File: src/rtl/mpmc11_ch_arbiter.sv
// mpmc11 channel arbiter: round-robin scheduler that pops one request from one of
// NCH channel FIFOs each time the controller FSM is in IDLE, then holds the grant
// until the controller has left IDLE and come back.
// Optional feature: define MPMC11_ARB_PRIO_EN to give channel 0 absolute priority.

package mpmc11_pkg;
    typedef enum logic [2:0] {
        IDLE,
        ACTIVATE,
        READ,
        WRITE,
        PRECHARGE,
        REFRESH
    } mpmc11_state_t;
endpackage

module mpmc11_ch_arbiter
    import mpmc11_pkg::*;
#(
    parameter int NCH     = 8,
    parameter int TIMEOUT = 15
) (
    input  logic                    clk,
    input  logic                    rst,
    input  mpmc11_state_t           state,
    input  logic                    calib_complete,
    input  logic [NCH-1:0]          empty,
    input  logic [NCH-1:0]          rd_rst_busy,
    input  logic [NCH-1:0]          ch_en,
    output logic [NCH-1:0]          rd,
    output logic [$clog2(NCH)-1:0]  ch_sel,
    output logic                    ch_vld,
    output logic                    err_timeout
);

    localparam int SW = $clog2(NCH);
    localparam int TW = $clog2(TIMEOUT + 1);

    typedef enum logic [1:0] {
        ARB_IDLE,
        ARB_WAIT_ACK,
        ARB_WAIT_DONE
    } arb_state_t;

    arb_state_t     arb_q, arb_d;
    logic [NCH-1:0] rd_d;
    logic [SW-1:0]  ch_sel_d;
    logic           ch_vld_d;
    logic           err_d;
    logic [SW-1:0]  last_q, last_d;
    logic [TW-1:0]  cnt_q, cnt_d;

    logic [NCH-1:0] elig;
    logic [SW-1:0]  rr_sel;
    logic           rr_found;
    logic [SW-1:0]  idx;
    logic [SW-1:0]  pick_sel;
    logic           pick_found;
    logic           pick_upd_last;

    assign elig = ch_en & ~empty & ~rd_rst_busy;

    // Round-robin search: first eligible channel after the last granted one, wrapping.
    always_comb begin
        // NOTE: every comb output gets a default first so no path can infer a latch;
        // blocking assignments are correct here because this is pure combinational logic.
        rr_found = 1'b0;
        rr_sel   = '0;
        idx      = '0;
        for (int k = 1; k <= NCH; k++) begin
            idx = SW'((int'(last_q) + k) % NCH);
            if (!rr_found && elig[idx]) begin
                rr_found = 1'b1;
                rr_sel   = idx;
            end
        end
    end

    // Final pick: optional channel-0 priority on top of the round-robin result.
    always_comb begin
        pick_sel      = rr_sel;
        pick_found    = rr_found;
        pick_upd_last = 1'b1;
`ifdef MPMC11_ARB_PRIO_EN
        // A ch0 priority win leaves the rotation pointer alone so the others keep their order.
        if (elig[0]) begin
            pick_sel      = '0;
            pick_found    = 1'b1;
            pick_upd_last = 1'b0;
        end
`endif
    end

    // Next-state and next-output logic of the grant FSM.
    always_comb begin
        arb_d    = arb_q;
        rd_d     = '0;
        ch_sel_d = ch_sel;
        ch_vld_d = ch_vld;
        err_d    = 1'b0;
        last_d   = last_q;
        cnt_d    = cnt_q;
        if (!calib_complete) begin
            // Calibration loss aborts any grant but keeps the rotation position.
            arb_d    = ARB_IDLE;
            ch_vld_d = 1'b0;
        end else begin
            case (arb_q)
                ARB_IDLE: begin
                    if (state == IDLE && pick_found) begin
                        rd_d     = {{(NCH-1){1'b0}}, 1'b1} << pick_sel;
                        ch_sel_d = pick_sel;
                        ch_vld_d = 1'b1;
                        cnt_d    = '0;
                        arb_d    = ARB_WAIT_ACK;
                        if (pick_upd_last) begin
                            last_d = pick_sel;
                        end
                    end
                end
                ARB_WAIT_ACK: begin
                    if (state != IDLE) begin
                        arb_d = ARB_WAIT_DONE;
                    end else if (cnt_q == TW'(TIMEOUT - 1)) begin
                        // Controller never picked up the popped entry.
                        err_d    = 1'b1;
                        ch_vld_d = 1'b0;
                        arb_d    = ARB_IDLE;
                    end else begin
                        cnt_d = cnt_q + 1'b1;
                    end
                end
                ARB_WAIT_DONE: begin
                    // Returning to ARB_IDLE without granting forces a dead cycle.
                    if (state == IDLE) begin
                        ch_vld_d = 1'b0;
                        arb_d    = ARB_IDLE;
                    end
                end
                default: arb_d = ARB_IDLE;
            endcase
        end
    end

    // State register and registered outputs with synchronous reset.
    always_ff @(posedge clk) begin
        // NOTE: sequential state uses non-blocking assignments so all registers update together.
        if (rst) begin
            arb_q       <= ARB_IDLE;
            rd          <= '0;
            ch_sel      <= '0;
            ch_vld      <= 1'b0;
            err_timeout <= 1'b0;
            last_q      <= SW'(NCH - 1);
            cnt_q       <= '0;
        end else begin
            arb_q       <= arb_d;
            rd          <= rd_d;
            ch_sel      <= ch_sel_d;
            ch_vld      <= ch_vld_d;
            err_timeout <= err_d;
            last_q      <= last_d;
            cnt_q       <= cnt_d;
        end
    end

endmodule
File: config.mk
export PLATFORM = sky130hd
export DESIGN_NAME = mpmc11_ch_arbiter
export DESIGN_NICKNAME = d
export VERILOG_FILES = /design/src/rtl/mpmc11_ch_arbiter.sv
export SDC_FILE = /design/constraint.sdc
export NUM_CORES = 1
export LEC_CHECK = 0
export CELL_PAD_IN_SITES_DETAIL_PLACEMENT = 1
export CELL_PAD_IN_SITES_GLOBAL_PLACEMENT = 2
export CORE_UTILIZATION = 28
export CTS_CLUSTER_SIZE = 28
export DETAILED_ROUTE_END_ITERATION = 10
export HOLD_SLACK_MARGIN = 0.02
export PLACE_DENSITY = 0.89
export SLEW_MARGIN = 25
export SYNTH_ARGS = -nofsm -noshare
export SYNTH_HDL_FRONTEND = slang
export SYNTH_SLANG_ARGS = --single-unit
File: constraint.sdc
create_clock -name clk -period 3.4 [get_ports clk]
set_input_delay 0.68 -clock clk [delete_from_list [all_inputs] [get_ports clk]]
set_output_delay 0.68 -clock clk [all_outputs]
set_load 0.03 [all_outputs]
### After elaboration in Yosys (flattened, before gate mapping)

Index checks and enable logic that the tools add are counted.
Widths: inputs -> output; s select.

* logic and storage cells: 116
* memory bits (read-only): 0
* input bits: 30
* memories kept: 0
* register bits after elaboration: 22
* output and inout port bits: 13
* bits in latches: 0
* bits in writable memories: 0

* shifts and indexed selects: 1
* muxes and demuxes: 47
* add/subtract/negate cells: 9
* equality and inequality tests: 9
* bitwise gates (word level): 8
* multipliers: 0
* reductions and logical operators: 27
* magnitude comparators: 8
* divide/modulo/power cells: 0

Operators by type and width (number)
* $lt 3x4->1 const B: 8
* $bmux 1 s3: 8
* $mux 3: 8
* $mux 1: 21
* $and 8x8->8: 2
* $not 8->8: 2
* $add 3x3->3 const B: 4
* $mux 4: 3
* $ne 2x2->1 const B: 5
* $reduce_and 5->1: 2
* $logic_and 1x1->1: 8
* $mux 2: 4
* $pmux 4 s2: 1
* $reduce_or 4->1: 2
* $shl 1x3->8 const A: 1
* $logic_not 1->1: 7
* $add 3x1->3 const B: 2
* $add 3x2->3 const B: 2
* $pmux 2 s3: 1
* $reduce_and 3->1: 2
* $reduce_bool 3->1: 2
* $add 4x1->4 const B: 1
* $eq 4x4->1 const B: 1
* $not 1->1: 4
* 8 further kinds: 8

### Depth between registers and ports, before layout

* word-level depth: 30
* mapped depth: 13
* depth with buffers taken out: 10

### Worst setup path before layout

OpenSTA, ideal clock, no wires.

* kind: flip-flop to flip-flop
* start point: register last_q[0]
* end point: register ch_sel[1]
* clock period less this slack: 3.619 ns
* buffers on the path: 3
* cell stages (with the launch flop): 14
* setup slack: -0.219 ns
* data arrival time: 3.502 ns
* data required time: 3.283 ns
* path through: dfxtp_1 > buf_2 > inv_1 > clkbuf_1 > ha_1 > buf_6 > inv_4 > mux2_1 > mux4_2 > a2111oi_4 > and3_4 > o21ai_2 > a32o_2 > a22o_1

* longest elaborated chain between the ends: 27
* elaborated cells on any way between the ends: 56
* those cells by class: 8 x add/sub; 32 x mux; 16 x reduce/logical

RTL lines
* start, declared: line 50 `logic [SW-1:0] last_q, last_d;`
* start signal, assigned: line 154 `last_q <= SW'(NCH - 1);`
* start signal, assigned: line 162 `last_q <= last_d;`
* $add 3x1->3: line 71 `idx = SW'((int'(last_q) + k) % NCH);`
* $bmux 1 s3: line 72 `if (!rr_found && elig[idx]) begin`
* $mux 1 (implied by the code): line 72
* $mux 1: line 72
* $logic_not 1->1: line 72
* $logic_and 1x1->1: line 72
* $mux 1: line 72
* $logic_not 1->1: line 72
* [... 11 more ...]
* $logic_not 1->1: line 72
* $logic_and 1x1->1: line 72
* $mux 1: line 72
* $logic_not 1->1: line 72
* $logic_and 1x1->1: line 72
* $mux 1: line 72
* $logic_and 1x1->1: line 110 `if (state == IDLE && pick_found) begin`
* $reduce_and 3->1 (no line)
* end signal, assigned: line 159 `ch_sel <= ch_sel_d;`
* end, declared: line 31 `output logic [$clog2(NCH)-1:0] ch_sel,`

Parallel ways exist; a longest one is shown, timed or not. The select of a mux whose other input is x is not followed.
A chain may end at the register's enable or synchronous reset.

### Final worst setup path

* start point: input ch_en[3]
* end point: register rd[7]

* longest elaborated chain between the ends: 29
* elaborated cells on any way between the ends: 52
* those cells by class: 1 x shift; 32 x mux; 3 x bitwise; 16 x reduce/logical

RTL lines
* start, declared: line 29 `input logic [NCH-1:0] ch_en,`
* $and 8x8->8 (*) (2 in a row): line 61 `assign elig = ch_en & ~empty & ~rd_rst_busy;`
* $bmux 1 s3: line 72
* $mux 1 (implied by the code): line 72
* $mux 1: line 72
* $logic_not 1->1: line 72
* $logic_and 1x1->1: line 72
* $mux 1: line 72
* $logic_not 1->1: line 72
* [... 12 more ...]
* $logic_and 1x1->1: line 72
* $mux 1: line 72
* $logic_not 1->1: line 72
* $logic_and 1x1->1: line 72
* $mux 1: line 72
* $logic_and 1x1->1: line 110
* $not 1->1 (no line)
* $reduce_or 4->1 (no line)
* end signal, assigned: line 158 `rd <= rd_d;`
* end, declared: line 30 `output logic [NCH-1:0] rd,`

Mark *: on every way between the ends. The rest lies on a longest branch, timed or not. The select of a mux whose other input is x is not followed.

==> PnR_summary.wiki <==
{| class="wikitable"
! Metric !! Value
|-
| Global routing usage summed across all routing layers || 18.3%
|-
| Number of flops mapped to enable cells by yosys || 0
|-
| Crit-path max FO || 5
|-
| Hold_ws || 0.478 ns
|-
| Critical path required time || 3.56 ns
|-
| Combined area of all synthesized cells || 2060 sq um
|-
| Total of endpoints with negative setup slack in the final report || 0
|-
| Kind of end point of the critical path || flop
|-
| Grt met3 use || 1.89%
|-
| Clock Tree Buf Depth || 2
|-
| Area inside the core boundary || 6940 sq um
|-
| Detail-routed via count per cell || 5.47
|-
| Boundary pin count || 43
|-
| Die span in y || 87.8 um
|-
| Total number of yosys warnings || 0
|-
| Area Overhead vs Synth || 53.1%
|-
| Arrival time at the worst endpoint || 3.54 ns
|-
| Max-cap viol count || 0
|-
| Met2 track utilization from global routing || 35.7%
|-
| Clock tree root driver cell || sky130_fd_sc_hd__clkbuf_8
|-
| Area share of the largest cell type after synthesis || 21.4%
|-
| Initial antenna violation count || 0
|-
| Proportion of synthesized chip area in sequential cells || 21.4%
|-
| # hold bufs at CTS || 0
|-
| Global-route wire length before repair || 11100 um
|-
| Accumulated negative setup slack || 0 ns
|-
| Number of nets in the final layout || 361
|-
| Antenna Cells || 0
|-
| Final max-slew violation count || 0
|-
| Actual slew at the worst max-slew pin || 0.537 ns
|-
| Number of distinct library cells after synthesis || 63
|-
| Number of vias in the routed layout || 2285
|-
| Power per unit of standard cell area || 282 nW/um^2
|-
| Total of flip-flops plus latches after synthesis || 22
|-
| Kind of start point of the critical path || input port
|-
| Final core area utilization || 45.5%
|-
| Final instance count without filler cells || 418
|-
| Most instantiated library cell after synthesis || sky130_fd_sc_hd__dfxtp_1
|-
| Leak pwr || 1.29 nW
|-
| Post-DRT Antenna Nets || 0
|-
| Power after layout || 0.000891 W
|-
| Number of standard-cell rows in the floorplan || 30
|-
| Most crowded layer after global routing || met2
|-
| Biggest area contributors in the synthesized netlist || sky130_fd_sc_hd__dfxtp_1 21%, sky130_fd_sc_hd__mux4_2 9.8%, sky130_fd_sc_hd__mux2_2 4.9%
|-
| Gpl congestion || 0.882
|-
| Worst clock skew on the final layout || 0.000743 ns
|-
| TritonCTS Buffers || 3
|-
| First-pass detailed-route iteration total || 4
|-
| Post-synthesis net count || 270
|-
| Number of fill cells || 807
|-
| Unrepaired setup endpoints after global routing || yes
|-
| Share of flip-flops with an asynchronous set or reset || 0%
|-
| Type of the worst min-delay path || flop to flop
|-
| Worst Reg2Reg Path Length in Cells || 12
|-
| Detailed Place HPWL || 5420 um
|-
| Via count of the first global-routing pass || 2326
|-
| Area leader, netlist || sky130_fd_sc_hd__dfxtp_1
|-
| DIE WIDTH || 87.8 um
|-
| Residual DRC || 0
|-
| Total wire length || 7420 um
|-
| Kind of critical path || input port to flop
|-
| Total instance count after detailed placement || 409
|-
| Die outline area || 7710 sq um
|-
| Max Clock Freq || 0.296 GHz
|-
| Clock tree from TritonCTS || yes
|-
| IO buf count || 42
|-
| Fraction of layout cells with a size suffix above 1 || 32.3%
|-
| Number of clock sinks || 22
|-
| Clk_lat worst skew || 0.26 ns
|-
| Cell depth of the worst hold path || 2
|-
| Most used standard cells in the synthesized netlist || 22 x sky130_fd_sc_hd__dfxtp_1, 15 x sky130_fd_sc_hd__a21oi_1, 13 x sky130_fd_sc_hd__nand2_1
|-
| Pin count of the biggest net entering global routing || 22
|-
| VDD IR max || 0.000233 V
|-
| Cells after Synth || 232
|-
| Grt met1 use || 21.5%
|-
| Final critical-path required period || 3.38 ns
|-
| Final Hold Fails || 0
|-
| Final worst path period share || 99.5%
|-
| Result of the run || completed
|-
| Ys flop type || sky130_fd_sc_hd__dfxtp_1
|-
| Level count of the clock H-tree || 1
|-
| Clock transition at the registers of the reported paths || 0.08 ns
|-
| Avg WL per Cell || 17.8 um
|-
| Initial Utilization || 29.7%
|-
| DRC violation total after the first TritonRoute iteration || 157
|-
| GRT overflow || 0
|-
| Worst slew margin relative to its limit || 64.0%
|-
| Synthesized area divided by synthesized cell count || 8.89 sq um
|}
==> kinds of logic after synthesis <==
logic type	count (synthesis)	synth area share (%)
adders and majority gates	8	4.85
xor gates and xnor gates	3	1.64
muxes	24	17.7
AOI/OAI and AO/OA	69	25.2
DFF	22	21.4
and+or+nand+nor	85	24.6
buffers and inverters	21	4.61
==> per-layer routing <==
layer / vias up / share of wire, %
li1: 1093 / -
met1: 1127 / 41
met2: 61 / 55
met3: 4 / 4.1
met4: 0 / 0.65
met5: - / 0
==> timing repair <==
action	CTS	global route
resized for setup	0	28
endpoints found under the setup margin	8	17
pin swaps	1	9
gates cloned	0	2
buffers inserted	1	4
==> placed cells by master, fill, tap and decap left out, types with 3 or more instances in the layout <==
| master | netlist | routed |
|---|---|---|
| sky130_fd_sc_hd__nand2_1 | 13 | 13 |
| sky130_fd_sc_hd__a211oi_1 | 10 | 9 |
| sky130_fd_sc_hd__o22ai_1 | 4 | 4 |
| sky130_fd_sc_hd__dlymetal6s2s_1 | 0 | 6 |
| sky130_fd_sc_hd__mux2i_1 | 5 | 5 |
| sky130_fd_sc_hd__mux4_2 | 9 | 9 |
| sky130_fd_sc_hd__and2_1 | 4 | 4 |
| sky130_fd_sc_hd__inv_1 | 9 | 9 |
| sky130_fd_sc_hd__nand2b_1 | 7 | 6 |
| sky130_fd_sc_hd__nor3b_4 | 0 | 3 |
| sky130_fd_sc_hd__mux2_2 | 9 | 7 |
| sky130_fd_sc_hd__nand3_1 | 10 | 10 |
| sky130_fd_sc_hd__ha_1 | 8 | 7 |
| sky130_fd_sc_hd__o21ai_0 | 6 | 5 |
| sky130_fd_sc_hd__nor2_1 | 12 | 12 |
| sky130_fd_sc_hd__o2111ai_1 | 3 | 3 |
| sky130_fd_sc_hd__nor3_1 | 6 | 5 |
| sky130_fd_sc_hd__or3b_2 | 3 | 3 |
| sky130_fd_sc_hd__dfxtp_1 | 22 | 22 |
| sky130_fd_sc_hd__a22oi_1 | 3 | 3 |
| sky130_fd_sc_hd__clkdlybuf4s50_1 | 0 | 36 |
| sky130_fd_sc_hd__nor3b_1 | 10 | 7 |
| sky130_fd_sc_hd__a21oi_1 | 15 | 13 |
| sky130_fd_sc_hd__buf_4 | 1 | 52 |
| sky130_fd_sc_hd__a31oi_1 | 4 | 4 |
| sky130_fd_sc_hd__a21o_1 | 3 | 3 |
| sky130_fd_sc_hd__clkbuf_8 | 0 | 3 |
==> worst max-delay path, cell delays in order <==
cell and delay, ns:
sky130_fd_sc_hd__clkdlybuf4s50_1 0.41, sky130_fd_sc_hd__nor3b_1 0.15, sky130_fd_sc_hd__buf_4 0.15, sky130_fd_sc_hd__mux2_4 0.26
sky130_fd_sc_hd__mux4_2 0.51, sky130_fd_sc_hd__a2111oi_4 0.36, sky130_fd_sc_hd__buf_4 0.16, sky130_fd_sc_hd__nand3_1 0.06
sky130_fd_sc_hd__a32oi_1 0.35, sky130_fd_sc_hd__nand2b_4 0.25, sky130_fd_sc_hd__and3b_1 0.18
==> power breakdown <==
| group | internal [W] | switching, W | leakage, nW |
|---|---|---|---|
| clock | 0.000157 | 0.0000835 | 0.0357 |
| combinational | 0.000204 | 0.000183 | 1.08 |
| sequential | 0.000261 | 0.00000332 | 0.177 |
==> final timing paths <==
check / to / start / slack [ns]
worst max register to register: rd[6]$_SDFF_PP0_ / last_q[1]$_SDFFE_PP1P_ / 0.15
worst min register to register: ch_sel[2]$_SDFFE_PP0P_ / ch_sel[2]$_SDFFE_PP0P_ / 0.48
worst min-delay path: ch_sel[2]$_SDFFE_PP0P_ / ch_sel[2]$_SDFFE_PP0P_ / 0.48
worst max-delay path: rd[7]$_SDFF_PP0_ / ch_en[3] / 0.02
==> sequential cells by signal (all words and copies together) (netlist names) <==
signal       cells
ch_sel           3
arb_q            2
ch_vld           1
last_q           3
cnt_q            4
err_timeout      1
rd               8
==> cell type report <==
cell class                 count  area, sq um  area share (%)
tap                           96          120            3.80
multi-input combinational    191         1660            52.4
inverter                      11         43.8            1.39
sequential                    22          440            14.0
timing repair buffer          94          826            26.2
clock inverter                 1         30.0           0.951
clock buffer                   3         41.3            1.31
==> through the flow <==
stage / cell area, sq um / setup slack, ns
2_1_floorplan: 2070 / 0.0266
3_3_place_gp: 2920 / -0.284
3_5_place_dp: 2920 / -0.375
4_1_cts: 3000 / 0.00366
5_1_grt: 3160 / -0.0450
6_report: 3160 / 0.0179
No activity file was read; power rests on OpenSTA's default activity.
